File: config.mk
export PLATFORM = sky130hd
export DESIGN_NAME = bin2bcd_seq
export DESIGN_NICKNAME = d
export VERILOG_FILES = /design/src/rtl/bin2bcd_pkg.sv /design/src/rtl/bin2bcd_seq_add3.sv /design/src/rtl/bin2bcd_seq.sv
export SDC_FILE = /design/constraint.sdc
export NUM_CORES = 1
export LEC_CHECK = 0
export ABC_AREA = 0
export CORE_MARGIN = 1
export CORE_UTILIZATION = 47
export DETAILED_ROUTE_END_ITERATION = 12
export DONT_BUFFER_PORTS = 1
export GPL_TIMING_DRIVEN = 1
export SYNTH_ARGS = -nofsm -noshare
export SYNTH_HDL_FRONTEND = slang
export SYNTH_HIERARCHICAL = 1
export SYNTH_SLANG_ARGS = --single-unit
File: constraint.sdc
create_clock -name clk -period 1.4 [get_ports clk]
set_input_delay 0.28 -clock clk [delete_from_list [all_inputs] [get_ports clk]]
set_output_delay 0.28 -clock clk [all_outputs]
set_load 0.01 [all_outputs]
File: src/rtl/bin2bcd_pkg.sv
// Shared types and elaboration helpers for the sequential binary-to-BCD converter.
package bin2bcd_pkg;

  typedef enum logic [1:0] {
    IDLE  = 2'd0,
    SHIFT = 2'd1,
    DONE  = 2'd2
  } state_t;

  // Smallest number of decimal digits that can hold 2**bin_w - 1.
  function automatic int min_digits(input int bin_w);
    longint unsigned max_v;
    longint unsigned pow10;
    int              d;
    max_v = (64'd1 << bin_w) - 64'd1;
    pow10 = 64'd10;
    d     = 1;
    for (int i = 0; i < 20; i++) begin
      if (pow10 <= max_v) begin
        d     = d + 1;
        pow10 = pow10 * 64'd10;
      end
    end
    return d;
  endfunction

endpackage

File: src/rtl/bin2bcd_seq_add3.sv
// Single-digit double-dabble correction: digits of 5 or more get +3 before the shift.
module bcd_add3 (
  input  logic [3:0] i_digit,
  output logic [3:0] o_digit
);

  assign o_digit = (i_digit >= 4'd5) ? 4'(i_digit + 4'd3) : i_digit;

endmodule

File: src/rtl/bin2bcd_seq.sv
// Iterative binary-to-BCD converter (double dabble), one input bit per enabled cycle,
// with valid/ready handshakes on both sides and a global enable.
module bin2bcd_seq
  import bin2bcd_pkg::*;
#(
  parameter int BIN_W  = 8,
  parameter int DIGITS = 3
) (
  input  logic                  clk,
  input  logic                  rst_n,
  input  logic                  EN,
  input  logic                  in_valid,
  output logic                  in_ready,
  input  logic [BIN_W-1:0]      bin,
  output logic                  out_valid,
  input  logic                  out_ready,
  output logic [4*DIGITS-1:0]   bcd,
  output logic                  busy
);

  localparam int ACC_W = 4 * DIGITS;
  localparam int CNT_W = $clog2(BIN_W + 1);

  if (BIN_W < 1 || BIN_W > 32) begin : g_bad_bin_w
    $error("bin2bcd_seq: BIN_W must be in 1..32");
  end
  if (DIGITS < min_digits(BIN_W)) begin : g_bad_digits
    $error("bin2bcd_seq: DIGITS too small for 2**BIN_W - 1");
  end

  state_t             r_state;
  state_t             w_state_next;
  logic [BIN_W-1:0]   r_shift;
  logic [ACC_W-1:0]   r_acc;
  logic [ACC_W-1:0]   w_corr;
  logic [ACC_W-1:0]   w_acc_next;
  logic [CNT_W-1:0]   r_cnt;
  logic [ACC_W-1:0]   r_bcd;
  logic               r_out_valid;
  logic               w_last;

  for (genvar g = 0; g < DIGITS; g++) begin : g_digit
    bcd_add3 u_add3 (
      .i_digit (r_acc[4*g +: 4]),
      .o_digit (w_corr[4*g +: 4])
    );
  end

  // The accumulator MSB shifted out here is always 0 given the DIGITS check.
  assign w_acc_next = (w_corr << 1) | {{(ACC_W-1){1'b0}}, r_shift[BIN_W-1]};
  assign w_last     = (r_cnt == CNT_W'(1));

  always_ff @(posedge clk) begin
    // NOTE: non-blocking (<=) for all clocked state so every register sees pre-edge values.
    if (!rst_n) r_state <= IDLE;
    else        r_state <= w_state_next;
  end

  always_comb begin
    // NOTE: defaults first so every path assigns every output; otherwise a latch is inferred.
    w_state_next = r_state;
    in_ready     = 1'b0;
    busy         = 1'b0;
    unique case (r_state)
      IDLE: begin
        in_ready = EN;
        if (EN && in_valid) w_state_next = SHIFT;
      end
      SHIFT: begin
        busy = 1'b1;
        if (EN && w_last) w_state_next = DONE;
      end
      DONE: begin
        if (EN && out_ready) w_state_next = IDLE;
      end
      default: w_state_next = IDLE;
    endcase
  end

  always_ff @(posedge clk) begin
    if (!rst_n) begin
      r_shift     <= '0;
      r_acc       <= '0;
      r_cnt       <= '0;
      r_bcd       <= '0;
      r_out_valid <= 1'b0;
    end else if (EN) begin
      unique case (r_state)
        IDLE: begin
          if (in_valid) begin
            r_shift <= bin;
            r_acc   <= '0;
            r_cnt   <= CNT_W'(BIN_W);
          end
        end
        SHIFT: begin
          r_shift <= r_shift << 1;
          r_acc   <= w_acc_next;
          r_cnt   <= r_cnt - CNT_W'(1);
          if (w_last) begin
            r_bcd       <= w_acc_next;
            r_out_valid <= 1'b1;
          end
        end
        DONE: begin
          if (out_ready) r_out_valid <= 1'b0;
        end
        default: ;
      endcase
    end
  end

  assign out_valid = r_out_valid;
  assign bcd       = r_bcd;

endmodule

# Word level (Yosys, flattened, before mapping)
# Cells that the tools add are included.
[classes]
addsub = 4
order_cmp = 3
n_eq_ne = 9
mux = 18
bitwise_logic = 1
n_reduce_logical = 10
[ops]
columns = ["operator", "count"]
rows = [
  ["12-bit case mux with 2 select lines", 1],
  ["8-bit case mux with 2 select lines", 1],
  ["4-bit by 3-bit greater-or-equal comparator with 1-bit output, second input constant", 3],
  ["12-bit two-way mux", 1],
  ["4-bit two-way mux", 3],
  ["2-bit != test, second input constant", 6],
  ["12-bit by 1-bit OR with 12-bit output", 1],
  ["3-bit AND reduction", 3],
  ["4-bit by 2-bit adder with 4-bit output, second input constant", 2],
  ["8-bit two-way mux", 1],
  ["4-bit case mux with 2 select lines", 1],
  ["2-bit two-way mux", 3],
  ["2-bit case mux with 3 select lines", 1],
  ["4-bit by 1-bit equality test with 1-bit output, second input constant", 1],
  ["1-bit two-way mux", 4],
  ["4-bit AND reduction", 1],
  ["2-bit nonzero test", 2],
  ["4-bit by 1-bit subtractor with 4-bit output, second input constant", 1],
  ["3-bit by 2-bit adder with 3-bit output, second input constant", 1],
  ["1-bit logical AND", 3],
  ["3-bit two-way mux", 1],
  ["2-bit by 1-bit equality test with 1-bit output, second input constant", 1],
  ["2-bit equality test, second input constant", 1],
  ["2-bit zero test", 1],
  ["1-bit case mux with 2 select lines", 1],
]
[word_totals]
ff_bits = 39
inputBits = 13
output_inout_bits = 15

# Depth between registers and ports, before layout
# Gate-level depths: netlist of the first run.
[logic_depth]
ltp_word = 4
depth_mapped = 7
depth_no_buf = 7

# Hierarchy
# Netlist of the first run, hierarchy kept.
[modules_own_cells]
columns = ["module", "instances", "cells_per_inst", "area_each_um2", "seq_area_each_um2"]
rows = [
  ["bin2bcd_seq", 1, 202, 1672.9, 780.7],
  ["bcd_add3", 3, 16, 101.3, 0.0],
]

# Least setup slack after synthesis of the first run
# Ideal clock, no wire load.
[synth_timing]
path_kind = "reg-to-reg"
start = "reg r_acc[1]"
end = "reg r_acc[2]"
arrival_time_ns = 1.335
path_slack_ns = -0.006
stages_incl_launch_ff = 8
synth_period_minus_slack_ns = 1.406
cell_sequence = "dfxtp_1 -> inv_1 -> ha_1 -> nand2b_1 -> a21oi_2 -> mux2i_1 -> nand4_1 -> a21oi_1"
[synth_between]
elab_chain_cells = 4
[synth_lines]
columns = ["element", "line_no", "rtl"]
rows = [
  ["start: declaration", "bin2bcd_seq.sv:34", "logic [ACC_W-1:0] r_acc;"],
  ["start signal: assignment", "bin2bcd_seq.sv:98", "r_acc <= w_acc_next;"],
  ["4-bit by 2-bit adder with 4-bit output or 4-bit by 3-bit greater-or-equal comparator with 1-bit output (tied branches)", "bin2bcd_seq_add3.sv:7", "assign o_digit = (i_digit >= 4'd5) ? 4'(i_digit + 4'd3) : i_digit;"],
  ["4-bit two-way mux (*)", "bin2bcd_seq_add3.sv:7", ""],
  ["12-bit by 1-bit OR with 12-bit output (*)", "bin2bcd_seq.sv:50", "assign w_acc_next = (w_corr << 1) | {{(ACC_W-1){1'b0}}, r_shift[BIN_W-1]};"],
  ["net w_acc_next[2]", "bin2bcd_seq.sv:36", "logic [ACC_W-1:0] w_acc_next;"],
  ["12-bit case mux with 2 select lines (*)", "bin2bcd_seq.sv:88", "unique case (r_state)"],
]
# The timed path passes the listed nets; every way through them passes the cells marked *.
# A chain may end at the register's enable or synchronous reset.

# Worst setup path in the final report of the first run
# Ends and elaborated chain as after synthesis.

==> impl_metrics.json, run 1 <==
{
  "run_status": "complete, but fails checks",
  "failing_checks": "setup timing",
  "yosys_warnings": 6,
  "crit_type": "reg2reg",
  "antenna-diode-count": 0,
  "cp_slowest_stage_delay_ns": 0.36,
  "mostFrequentLayoutCell": "sky130_fd_sc_hd__a21oi_1",
  "path_clk_slew_ns": 0.08,
  "worstHoldPathType": "in2reg",
  "postPlaceCellArea_um2": 2130,
  "cts_root_buffer": "sky130_fd_sc_hd__clkbuf_8",
  "layoutNonFillerInstCount": 315,
  "critical_path.max_fanout": 3,
  "report.final.setup_viol": 9,
  "synthToLayoutAreaGrowth_pct": 29.3,
  "grtUsageTotal": 0.239,
  "global_route.overflow_total": 0,
  "clkLatencyLatePin_ns": 0.29,
  "critPathRequiredTime_ns": 1.63,
  "synthesis.area_um2": 1960,
  "grt_setup_unrepaired": "true",
  "gp_congestion": 0.823,
  "drv_slew": 0,
  "nFillCells": 346,
  "detail_route.wl_per_cell_um": 16.0,
  "mostFrequentLayoutCells": "sky130_fd_sc_hd__a21oi_1 (33), sky130_fd_sc_hd__dfxtp_1 (30), sky130_fd_sc_hd__nand2_1 (28)",
  "worst-r2r-cell-count": 7,
  "first_pass_grt_wire_length_um": 7860,
  "fp.dieArea_um2": 4430,
  "power.ir.vdd_worst_mv": 0.541,
  "antenna_violations_before_repair": 0,
  "die_height_um": 66.5,
  "startpoint_of_the_most_critical_setup_path": "r_acc[1]$_SDFFE_PN0P_",
  "hold_buffers": 0,
  "drive_above_1_share": 0.347,
  "place_hpwl_um": 3030,
  "clkSinkCount": 39,
  "grt_start_max_net_pins": 39,
  "timing.max_cap.violations": 0,
  "tritoncts_clock_tree": "built",
  "finalWorstSetupSlack_ns": -0.0768,
  "r2r-start": "r_acc[1]$_SDFFE_PN0P_",
  "numPlacedInstances": 298,
  "cts-root-to-sink-buffers": 2,
  "max_slew_margin": 0.670,
  "fp-row-count": 23,
  "cts_inserted_buffers": 5,
  "min_period_ns": 1.48,
  "iteration_count_of_the_initial_detailed_routing_pass": 5,
  "routed_via_density": 5.93,
  "number_of_i_o_pins": 28,
  "dp_slack_ns": -0.112,
  "timing.final.crit_share": 1.05,
  "max_slew.worst_pin.slew_ns": 0.494,
  "route.antenna.remaining_nets": 0,
  "fmax_mhz": 677,
  "setup.worst_path.start_class": "flop",
  "final-hold-violation-count": 0,
  "cellLeakagePower_nw": 0.893,
  "end_kind": "flop",
  "syn_inst": 246,
  "rrSetupSlack_ns": -0.08,
  "number_of_global_route_vias_before_repair": 1736,
  "port_buffers": 0,
  "timing.rr.end": "r_acc[2]$_SDFFE_PN0P_",
  "finalWirelength_um": 5030,
  "p_total_mw": 2.28,
  "setup.worst_path.end": "r_acc[2]$_SDFFE_PN0P_",
  "route.detailed.drc": 0,
  "final_net_count": 285,
  "clock-skew-final_ns": 0.00696,
  "design.core.area_um2": 4000,
  "timing.critical_path.cells": "inv_4 -> ha_4 -> nand2b_4 -> a21oi_4 -> mux2i_2 -> nand4_1 -> a21oi_1",
  "post-route-cell-area_um2": 2530,
  "mappedNetlistNets": 267,
  "drtIter0Drc": 121,
  "pwr_density_cell_nw_per_um2": 901,
  "cts_max_level": 2,
  "postSynthAreaPerCell_um2": 7.95,
  "critical_path_arrival_ns": 1.71,
  "die_width_um": 66.5,
  "crit_path_top_delay_cell": "sky130_fd_sc_hd__dfxtp_2",
  "initial_utilization": 0.489,
  "vias": 1868,
  "fin_setup_tns_ns": -0.303
}
## cell type report
type | instances | area, um^2 | area share
well taps | 50 | 62.6 | 0.0247
clock buffers | 8 | 100 | 0.0396
repair buffers | 32 | 294 | 0.116
multi-input cells | 174 | 1230 | 0.486
flip-flops and latches | 39 | 792 | 0.313
inverters | 12 | 52.6 | 0.0208
## report_power, final
group / leakage [nW] / total [mW] / switching [mW] / internal [mW]
clock network: 0.0515 / 0.844 / 0.394 / 0.450
registers: 0.321 / 1.16 / 0.0220 / 1.14
logic: 0.521 / 0.277 / 0.161 / 0.115
## registers in the layout, summed over array words and instances, names as in the netlist
signal	cells
r_state	2
r_acc	12
bcd	12
r_shift	8
out_valid	1
r_cnt	4
## layer usage
metal	global-route usage	wire [um]
met5	0	0
met1	0.291	2210
met4	0.0745	93
met2	0.398	2530
met3	0.0736	200
## how the worst min path moves through the flow
stage	start	endpoint	slack [ns]	depth (start not counted)
6_report	rst_n	r_cnt[3]$_SDFFE_PN0P_	0.11	1
5_1_grt	rst_n	r_cnt[3]$_SDFFE_PN0P_	0.08	1
4_1_cts	rst_n	r_cnt[3]$_SDFFE_PN0P_	0.11	1
3_5_place_dp	rst_n	r_cnt[3]$_SDFFE_PN0P_	0.41	1
3_3_place_gp	rst_n	r_cnt[3]$_SDFFE_PN0P_	0.41	1
2_1_floorplan	rst_n	r_cnt[3]$_SDFFE_PN0P_	0.41	1
## per-stage QoR
step	hold WS, ns	util
global route	0.0839	0.632
floorplan	0.408	-
finish	0.105	0.632
CTS	0.107	0.590
global placement	0.411	0.533
detailed placement	0.412	0.533
## repair_timing
action | 4_1_cts | 5_1_grt
gates resized for setup | 29 | 42
setup buffers | 4 | 4
setup endpoints to repair | 17 | 33
pin swaps | 9 | 14
cloned | 1 | 0
endpoints found under the hold margin | 0 | 0
## worst max-delay path, delay by kind of cell, from the launching register on
kind                     cells  cell delay (ns)
multiplexers                 1             0.28
adder cells (fa/ha/maj)      1             0.15
AO/OA/AOI/OAI                2             0.30
AND/OR/NAND/NOR              2             0.27
flip-flops                   1             0.36
buffers and inverters        1             0.06
No activity file was read; power rests on OpenSTA's default activity.
==> inputs of run 2 (changes only) <==
--- a/config.mk
+++ b/config.mk
@@ -6,11 +6,12 @@
 export NUM_CORES = 1
 export LEC_CHECK = 0
 export ABC_AREA = 0
-export CORE_MARGIN = 1
+export CORE_ASPECT_RATIO = 1.75
 export CORE_UTILIZATION = 47
 export DETAILED_ROUTE_END_ITERATION = 12
 export DONT_BUFFER_PORTS = 1
 export GPL_TIMING_DRIVEN = 1
+export SKIP_LAST_GASP = 1
 export SYNTH_ARGS = -nofsm -noshare
 export SYNTH_HDL_FRONTEND = slang
 export SYNTH_HIERARCHICAL = 1
==> impl_metrics.json, run 2 (same netlist as run 1, synthesis figures left out) <==
{
  "clock-skew-final_ns": 0.00525,
  "mostFrequentLayoutCells": "sky130_fd_sc_hd__a21oi_1 (33), sky130_fd_sc_hd__dfxtp_1 (30), sky130_fd_sc_hd__nand2_1 (28)",
  "die_width_um": 50.8,
  "antenna_violations_before_repair": 0,
  "fin_setup_tns_ns": -0.203,
  "antenna-diode-count": 0,
  "number_of_i_o_pins": 28,
  "worst-r2r-cell-count": 7,
  "synthToLayoutAreaGrowth_pct": 31.8,
  "max_slew.worst_pin.slew_ns": 0.513,
  "min_period_ns": 1.46,
  "cellLeakagePower_nw": 0.918,
  "drv_slew": 0,
  "r2r-start": "r_acc[1]$_SDFFE_PN0P_",
  "grt_start_max_net_pins": 39,
  "iteration_count_of_the_initial_detailed_routing_pass": 4,
  "routed_via_density": 6.05,
  "die_height_um": 87.4,
  "fmax_mhz": 684,
  "max_slew_margin": 0.658,
  "vias": 1887,
  "first_pass_grt_wire_length_um": 8550,
  "critical_path.max_fanout": 3,
  "startpoint_of_the_most_critical_setup_path": "r_acc[1]$_SDFFE_PN0P_",
  "cts-root-to-sink-buffers": 2,
  "pwr_density_cell_nw_per_um2": 932,
  "p_total_mw": 2.40,
  "run_status": "complete, but fails checks",
  "cts_max_level": 2,
  "mostFrequentLayoutCell": "sky130_fd_sc_hd__a21oi_1",
  "critPathRequiredTime_ns": 1.62,
  "detail_route.wl_per_cell_um": 17.2,
  "cts_root_buffer": "sky130_fd_sc_hd__clkbuf_8",
  "place_hpwl_um": 3500,
  "setup.worst_path.end": "r_acc[2]$_SDFFE_PN0P_",
  "grt_setup_unrepaired": "true",
  "power.ir.vdd_worst_mv": 0.696,
  "clkLatencyLatePin_ns": 0.29,
  "failing_checks": "setup timing",
  "route.antenna.remaining_nets": 0,
  "finalWorstSetupSlack_ns": -0.0630,
  "final-hold-violation-count": 0,
  "dp_slack_ns": -0.154,
  "fp.dieArea_um2": 4440,
  "report.final.setup_viol": 5,
  "timing.rr.end": "r_acc[2]$_SDFFE_PN0P_",
  "global_route.overflow_total": 0,
  "gp_congestion": 0.799,
  "clkSinkCount": 39,
  "critical_path_arrival_ns": 1.69,
  "critical-path-top-delay-family": "flip-flops",
  "crit_type": "reg2reg",
  "number_of_global_route_vias_before_repair": 1910,
  "fp-row-count": 30,
  "drive_above_1_share": 0.337,
  "drtIter0Drc": 36,
  "grtUsageTotal": 0.253,
  "timing.max_cap.violations": 0,
  "tritoncts_clock_tree": "built",
  "design.core.area_um2": 3940,
  "finalWirelength_um": 5380,
  "crit_buf_inv": 1,
  "initial_utilization": 0.497,
  "rrSetupSlack_ns": -0.06,
  "crit_path_top_delay_cell": "sky130_fd_sc_hd__dfxtp_2",
  "utilization": 0.655,
  "timing.critical_path.cells": "inv_4 -> ha_4 -> nand2b_4 -> a21oi_4 -> mux2i_2 -> nand4_1 -> a21oi_1",
  "route.detailed.drc": 0,
  "worstHoldPathType": "in2reg",
  "port_buffers": 0,
  "timing.final.crit_share": 1.05,
  "setup.worst_path.start_class": "flop",
  "path_clk_slew_ns": 0.08,
  "final_net_count": 284,
  "nFillCells": 334,
  "hold_buffers": 0,
  "logic_depth_of_the_worst_setup_path_including_buffers": 7,
  "cts_inserted_buffers": 5,
  "end_kind": "flop",
  "cp_slowest_stage_delay_ns": 0.35
}
-- run 2: what timing repair did --
| item | in CTS | in global routing |
|---|---|---|
| buffers inserted | 3 | 5 |
| endpoints found under the setup margin | 16 | 26 |
| pin swaps | 11 | 18 |
| resized for setup | 30 | 38 |
-- run 2: cell type report --
class	count	area (um^2)	share of cell area
Sequential cell	39	797	0.309
Tap cell	48	60.1	0.0233
Clock buffer	6	82.6	0.0320
Timing Repair Buffer	31	289	0.112
Inverter	12	56.3	0.0218
Clock inverter	2	35.0	0.0136
Multi-Input combinational cell	174	1260	0.488
-- run 2: worst min path at each step --
stage                            end   from  cells after the start
2_1_floorplan  r_cnt[3]$_SDFFE_PN0P_  rst_n                      1
3_3_place_gp   r_cnt[3]$_SDFFE_PN0P_  rst_n                      1
3_5_place_dp   r_cnt[3]$_SDFFE_PN0P_  rst_n                      1
4_1_cts        r_cnt[3]$_SDFFE_PN0P_  rst_n                      1
5_1_grt        r_cnt[3]$_SDFFE_PN0P_  rst_n                      1
6_report       r_cnt[3]$_SDFFE_PN0P_  rst_n                      1
-- run 2: power by group --
part	internal, mW	total [mW]	switching [mW]
combinational	0.123	0.289	0.165
clock	0.577	0.962	0.385
sequential	1.13	1.15	0.0208
-- run 2: worst reg2reg max path, stage by stage, from the launching register on --
cell and delay [ns]:
sky130_fd_sc_hd__dfxtp_2 0.35, sky130_fd_sc_hd__inv_4 0.05, sky130_fd_sc_hd__ha_4 0.15, sky130_fd_sc_hd__nand2b_4 0.14, sky130_fd_sc_hd__a21oi_4 0.15, sky130_fd_sc_hd__mux2i_2 0.25, sky130_fd_sc_hd__nand4_1 0.12, sky130_fd_sc_hd__a21oi_1 0.18
-- run 2: routing by layer --
metal | vias up | track usage | wire length (um)
met1 | 917 | 0.263 | 2010
met5 | - | 0 | 0
li1 | 907 | - | -
met2 | 53 | 0.473 | 3030
met4 | 0 | 0.106 | 102
met3 | 10 | 0.0558 | 236
-- run 2: through the flow --
step / hold WS, ns / cell area [um^2] / instances
after floorplan: 0.408 / 1960 / 246
after global placement: 0.410 / 2130 / 296
after detailed placement: 0.419 / 2130 / 296
after CTS: 0.111 / 2380 / 307
after global routing: 0.106 / 2580 / 312
final: 0.118 / 2580 / 312
